**src/rtl/jtpopeye_dma.sv**
```systemverilog
// Popeye object DMA: on each LVBL fall, takes the Z80 bus and copies LEN bytes of
// main RAM from BASE into the object buffer. Optional XOR checksum: JTPOPEYE_DMA_CHKSUM_EN.
module jtpopeye_dma #(
    parameter logic [10:0] BASE = 11'h400,
    parameter logic [9:0]  LEN  = 10'd640
) (
    input  logic        clk,
    input  logic        rst_n,
    input  logic        cpu_cen,
    input  logic        LVBL,
    input  logic        busak_n,
    output logic        bus_req,
    output logic        DMCS,
    output logic [10:0] dma_addr,
    input  logic [7:0]  ram_data,
    output logic [9:0]  obj_addr,
    output logic [7:0]  obj_data,
    output logic        obj_we,
    output logic        busy,
    output logic [7:0]  chksum
);

    typedef enum logic [2:0] {IDLE, REQ, COPY, DRAIN, REL} state_t;

    localparam logic [9:0] LAST = LEN - 10'd1;

    state_t      state_q, state_d;
    logic        lvbl_q, lvbl_d;
    logic        lvbl_l_q, lvbl_l_d;
    logic [9:0]  n_q, n_d;
    logic [9:0]  n_inc;
    logic [10:0] dma_addr_q, dma_addr_d;
    logic [9:0]  obj_addr_q, obj_addr_d;
    logic [7:0]  obj_data_q, obj_data_d;
    logic        obj_we_q, obj_we_d;
    logic        bus_req_q, bus_req_d;
    logic        dmcs_q, dmcs_d;
    logic        busy_q, busy_d;

    assign n_inc = n_q + 10'd1;

    always_comb begin
        state_d    = state_q;
        lvbl_d     = lvbl_q;
        lvbl_l_d   = lvbl_l_q;
        n_d        = n_q;
        dma_addr_d = dma_addr_q;
        obj_addr_d = obj_addr_q;
        obj_data_d = obj_data_q;
        obj_we_d   = obj_we_q;
        bus_req_d  = bus_req_q;
        dmcs_d     = dmcs_q;
        busy_d     = busy_q;
        if (cpu_cen) begin
            // Two-stage LVBL sampling: the fall is acted on one cen after it is sampled
            lvbl_d   = LVBL;
            lvbl_l_d = lvbl_q;
            obj_we_d = 1'b0;
            case (state_q)
                IDLE: begin
                    if (lvbl_l_q && !lvbl_q) state_d = REQ;
                end
                REQ: begin
                    if (!busak_n) begin
                        state_d    = COPY;
                        n_d        = 10'd0;
                        dma_addr_d = BASE;
                    end else if (LVBL) begin
                        state_d = IDLE;
                    end
                end
                COPY: begin
                    // Data on ram_data belongs to the address issued on the previous cen
                    obj_we_d   = 1'b1;
                    obj_addr_d = n_q;
                    obj_data_d = ram_data;
                    if (n_q == LAST) begin
                        state_d = DRAIN;
                    end else begin
                        n_d        = n_inc;
                        dma_addr_d = BASE + {1'b0, n_inc};
                    end
                end
                DRAIN:   state_d = REL;
                REL:     state_d = IDLE;
                default: state_d = IDLE;
            endcase
            bus_req_d = (state_d == REQ) || (state_d == COPY) || (state_d == DRAIN);
            dmcs_d    = (state_d == COPY) || (state_d == DRAIN);
            busy_d    = bus_req_d || (state_d == REL);
        end
    end

    always_ff @(posedge clk or negedge rst_n) begin
        if (!rst_n) begin
            state_q    <= IDLE;
            lvbl_q     <= 1'b1;
            lvbl_l_q   <= 1'b1;
            n_q        <= 10'd0;
            dma_addr_q <= 11'd0;
            obj_addr_q <= 10'd0;
            obj_data_q <= 8'd0;
            obj_we_q   <= 1'b0;
            bus_req_q  <= 1'b0;
            dmcs_q     <= 1'b0;
            busy_q     <= 1'b0;
        end else begin
            state_q    <= state_d;
            lvbl_q     <= lvbl_d;
            lvbl_l_q   <= lvbl_l_d;
            n_q        <= n_d;
            dma_addr_q <= dma_addr_d;
            obj_addr_q <= obj_addr_d;
            obj_data_q <= obj_data_d;
            obj_we_q   <= obj_we_d;
            bus_req_q  <= bus_req_d;
            dmcs_q     <= dmcs_d;
            busy_q     <= busy_d;
        end
    end

`ifdef JTPOPEYE_DMA_CHKSUM_EN
    logic [7:0] acc_q, acc_d;
    logic [7:0] chksum_q, chksum_d;

    // Accumulator restarts on COPY entry; result is published on REL entry
    always_comb begin
        acc_d    = acc_q;
        chksum_d = chksum_q;
        if (cpu_cen) begin
            if (state_q == REQ && !busak_n) acc_d = 8'd0;
            else if (state_q == COPY)       acc_d = acc_q ^ ram_data;
            if (state_q == DRAIN) chksum_d = acc_q;
        end
    end

    always_ff @(posedge clk or negedge rst_n) begin
        if (!rst_n) begin
            acc_q    <= 8'd0;
            chksum_q <= 8'd0;
        end else begin
            acc_q    <= acc_d;
            chksum_q <= chksum_d;
        end
    end

    assign chksum = chksum_q;
`else
    assign chksum = 8'h00;
`endif

    assign bus_req  = bus_req_q;
    assign DMCS     = dmcs_q;
    assign dma_addr = dma_addr_q;
    assign obj_addr = obj_addr_q;
    assign obj_data = obj_data_q;
    assign obj_we   = obj_we_q;
    assign busy     = busy_q;

endmodule

```
**config.mk**
```make
export PLATFORM = sky130hd
export DESIGN_NAME = jtpopeye_dma
export DESIGN_NICKNAME = d
export VERILOG_FILES = /design/src/rtl/jtpopeye_dma.sv
export SDC_FILE = /design/constraint.sdc
export NUM_CORES = 1
export LEC_CHECK = 0
export CORE_MARGIN = 4
export CORE_UTILIZATION = 47
export CTS_BUF_LIST = sky130_fd_sc_hd__clkbuf_16
export DETAILED_ROUTE_END_ITERATION = 8
export PLACE_DENSITY = 0.8
export REMOVE_ABC_BUFFERS = 1
export SLEW_MARGIN = 20
export SYNTH_ARGS = -nofsm -noshare
export SYNTH_HDL_FRONTEND = slang
export SYNTH_SLANG_ARGS = --single-unit
```
**constraint.sdc**
```tcl
create_clock -name clk -period 3.59 [get_ports clk]
set_input_delay 1.077 -clock clk [delete_from_list [all_inputs] [get_ports clk]]
set_output_delay 1.077 -clock clk [all_outputs]
set_load 0.005 [all_outputs]
```
==> key figures <==
Status
  – Outcome: finished, final reports clean

Placement
  – Port bufs: 45
  – Final RePlAce weighted congestion: 0.817
  – Dpl hpwl: 2850 µm

Hold path
  – HP Class: reg -> reg

Floorplanning
  – FP Rows: 21
  – Die height: 69.2 µm
  – Die Footprint: 4790 µm²
  – Die extent in x: 69.2 µm
  – Initial core utilization: 50.7%
  – Core area: 3470 µm²
  – # IOs: 54

Clock network
  – Clock Path Buffers: 2
  – Cts hold-fix bufs: 0
  – Root Driver: clkbuf_16
  – CTS resizes: 0
  – H-tree Lvls: 2
  – TritonCTS clock tree: yes
  – Setup Fix Bufs, Post-CTS: 0
  – Clk Latency, worst-skew pair: 0.28 ns
  – Clock Pin Slew Worst Setup and Hold Paths: 0.05 ns
  – CTS Buf Count: 5
  – Sink Count: 38

Synth
  – Mapped Cells: 148
  – Top_reg_cell synth: dfrtp_1
  – Most common library cells after synthesis: dfrtp_1, mux2_2, buf_4, o31ai_1, o21ai_0
  – Largest cells by area after synthesis: dfrtp_1, mux2_2, buf_4
  – Adder-cell area share of the yosys netlist: 0.711%
  – Seq/Total Area, Yosys: 54.2%
  – XOR/XNOR share of the synthesized area: 0%
  – Largest family of logic cells by synthesized area: compound AO/OA/AOI/OAI gates
  – Compound-Gate Fraction of Synth Area: 14.0%
  – Post-synth top area share: 51.2%
  – Netlist cell types: 36
  – Post-synthesis cell area: 1760 µm²
  – Post-synthesis mux area share: 12.8%
  – Number of synthesized flops with an enable pin: 0
  – Yosys top cell by area: dfrtp_1
  – Simple-Gate Fraction of Synth Area: 12.3%
  – Async S/R FF share, synth: 100%
  – Synth Warn #: 0
  – Synthesized area per cell: 11.9 µm²
  – Most numerous cell in the Yosys netlist: dfrtp_1
  – #FFs+latches synth: 38

Routing
  – DRT Pass-1 Iters: 4
  – Vias: 1320
  – Post-DRT Antenna Nets: 0
  – Drt drc: 0
  – Via/cell ratio: 5.45
  – DRT Wirelength: 3940 µm
  – Avg WL per Cell: 16.3 µm
  – DR iter-0 viols: 65

Power and ir drop
  – Peak VDD IR: 373 µV
  – Cell Pwr Density: 614 nW/µm²
  – Leakage power: 1.02 nW
  – Design Power: 0.00146 W

Global routing
  – Congestion Overflow GR: 0
  – GRT met3 Usage: 4.93%
  – Total GRT Usage: 17.1%
  – Busiest grt layer: met2
  – GR Util met1: 21.3%
  – Vias in the first global route: 1320
  – Largest net degree at the start of global routing: 39
  – GRT met2 Usage: 27.9%
  – Initial antenna violation count: 0
  – First-pass GRT wire length: 6530 µm

Critical path
  – Required time of the critical path: 3.79 ns
  – Crit Path Class: in -> reg
  – Critical Path End Type: register
  – Maximum fanout along the worst path: 12
  – Arr. time, crit path: 3.10 ns
  – CP Launch Type: input pin

Flow run
  – Max cap viols: 0

Timing
  – Max-slew violations: 0
  – Crit share post-route: 80.7%
  – Post-layout min period: 2.90 ns
  – Hold violation count in the final report: 0
  – Setup violators final: 0
  – Worst-Margin Slew: 0.813 ns
  – Final total negative setup slack: 0 ns
  – Max Clock Freq: 345 MHz
  – Rel. slew slack: 45.8%
  – Hold Slack: 0.457 ns
  – RSZ-0062 raised after global routing: no
  – Clk_skew: 0.00383 ns

Layout
  – Final core occ: 68.6%
  – Layout Area Growth over Synthesis: 35.3%
  – Nets: 210
  – Share of cells above drive strength 1: 18.9%
  – ANT cells: 0
## where the power goes
| group | total, W | internal, W | switching, W |
|---|---|---|---|
| registers | 0.000600 | 0.000530 | 0.0000704 |
| logic | 0.000388 | 0.000253 | 0.000134 |
| clock network | 0.000474 | 0.000321 | 0.000154 |
## logic make-up (layout without fill, tap and decap cells)
family / after synthesis / in the layout
AOI/OAI and AO/OA: 36 / 36
adders and majority gates: 1 / 1
buffers and inverters: 18 / 59
DFF: 38 / 38
muxes: 20 / 20
other: 1 / 8
and+or+nand+nor: 34 / 34
## registers in the layout (all words and copies together), names as in the netlist, 2 cells and up
name / count
n_q: 9
obj_data: 8
state_q: 3
dma_addr: 2
obj_addr: 10
## worst paths after layout
| path | to | from | depth (start not counted) | slack (ns) |
|---|---|---|---|---|
| min in group asynchronous | n_q[5] | rst_n | 1 | 0.89 |
| hold reg to reg | dma_addr[10] | dma_addr[10] | 1 | 0.46 |
| setup reg to reg | n_q[5] | state_q[2] | 4 | 1.48 |
| setup / recovery | n_q[8] | cpu_cen | 5 | 0.69 |
| max in group asynchronous | busy | rst_n | 1 | 2.19 |
| hold / removal | dma_addr[10] | dma_addr[10] | 1 | 0.46 |
## cell usage in the layout (no fill, tap or decap), types with 4 or more instances in the layout
cell type and instances:
nand3_1 4, clkdlybuf4s50_1 44, a21o_1 4, mux2_2 20, a21oi_1 6, conb_1 8, nand2_1 4, clkbuf_16 5
o21ai_0 7, o31ai_1 8, inv_1 5, or4_1 5, dfrtp_1 36
## metrics by stage
stage	instances	setup slack (ns)	cell area [µm²]
after floorplan	142	1.05	1700
after CTS	242	0.731	2380
after global placement	235	0.534	2220
final	242	0.694	2380
after global routing	242	0.607	2380
after detailed placement	235	0.443	2220
## critical path: stages
cell and delay (ns):
clkdlybuf4s50_1 0.69, inv_1 0.22, a211o_1 0.40, or4_1 0.54, a21oi_1 0.17
## routing by layer
layer / part of all wire, % / vias to the layer above
met5: 0 / -
met2: 51 / 43
li1: - / 632
met1: 42 / 639
met4: 1.7 / 0
met3: 5.3 / 6
## layout make-up
type                            count  area, µm²
Clock inverter                      2       33.8
Tap cell                           46       57.6
Inverter                            5       18.8
Timing Repair Buffer               47        460
Sequential cell                    38        953
Multi-Input combinational cell     99        731
Clock buffer                        5        125
Fill cell                         262       1090
No activity file was read; power rests on OpenSTA's default activity.
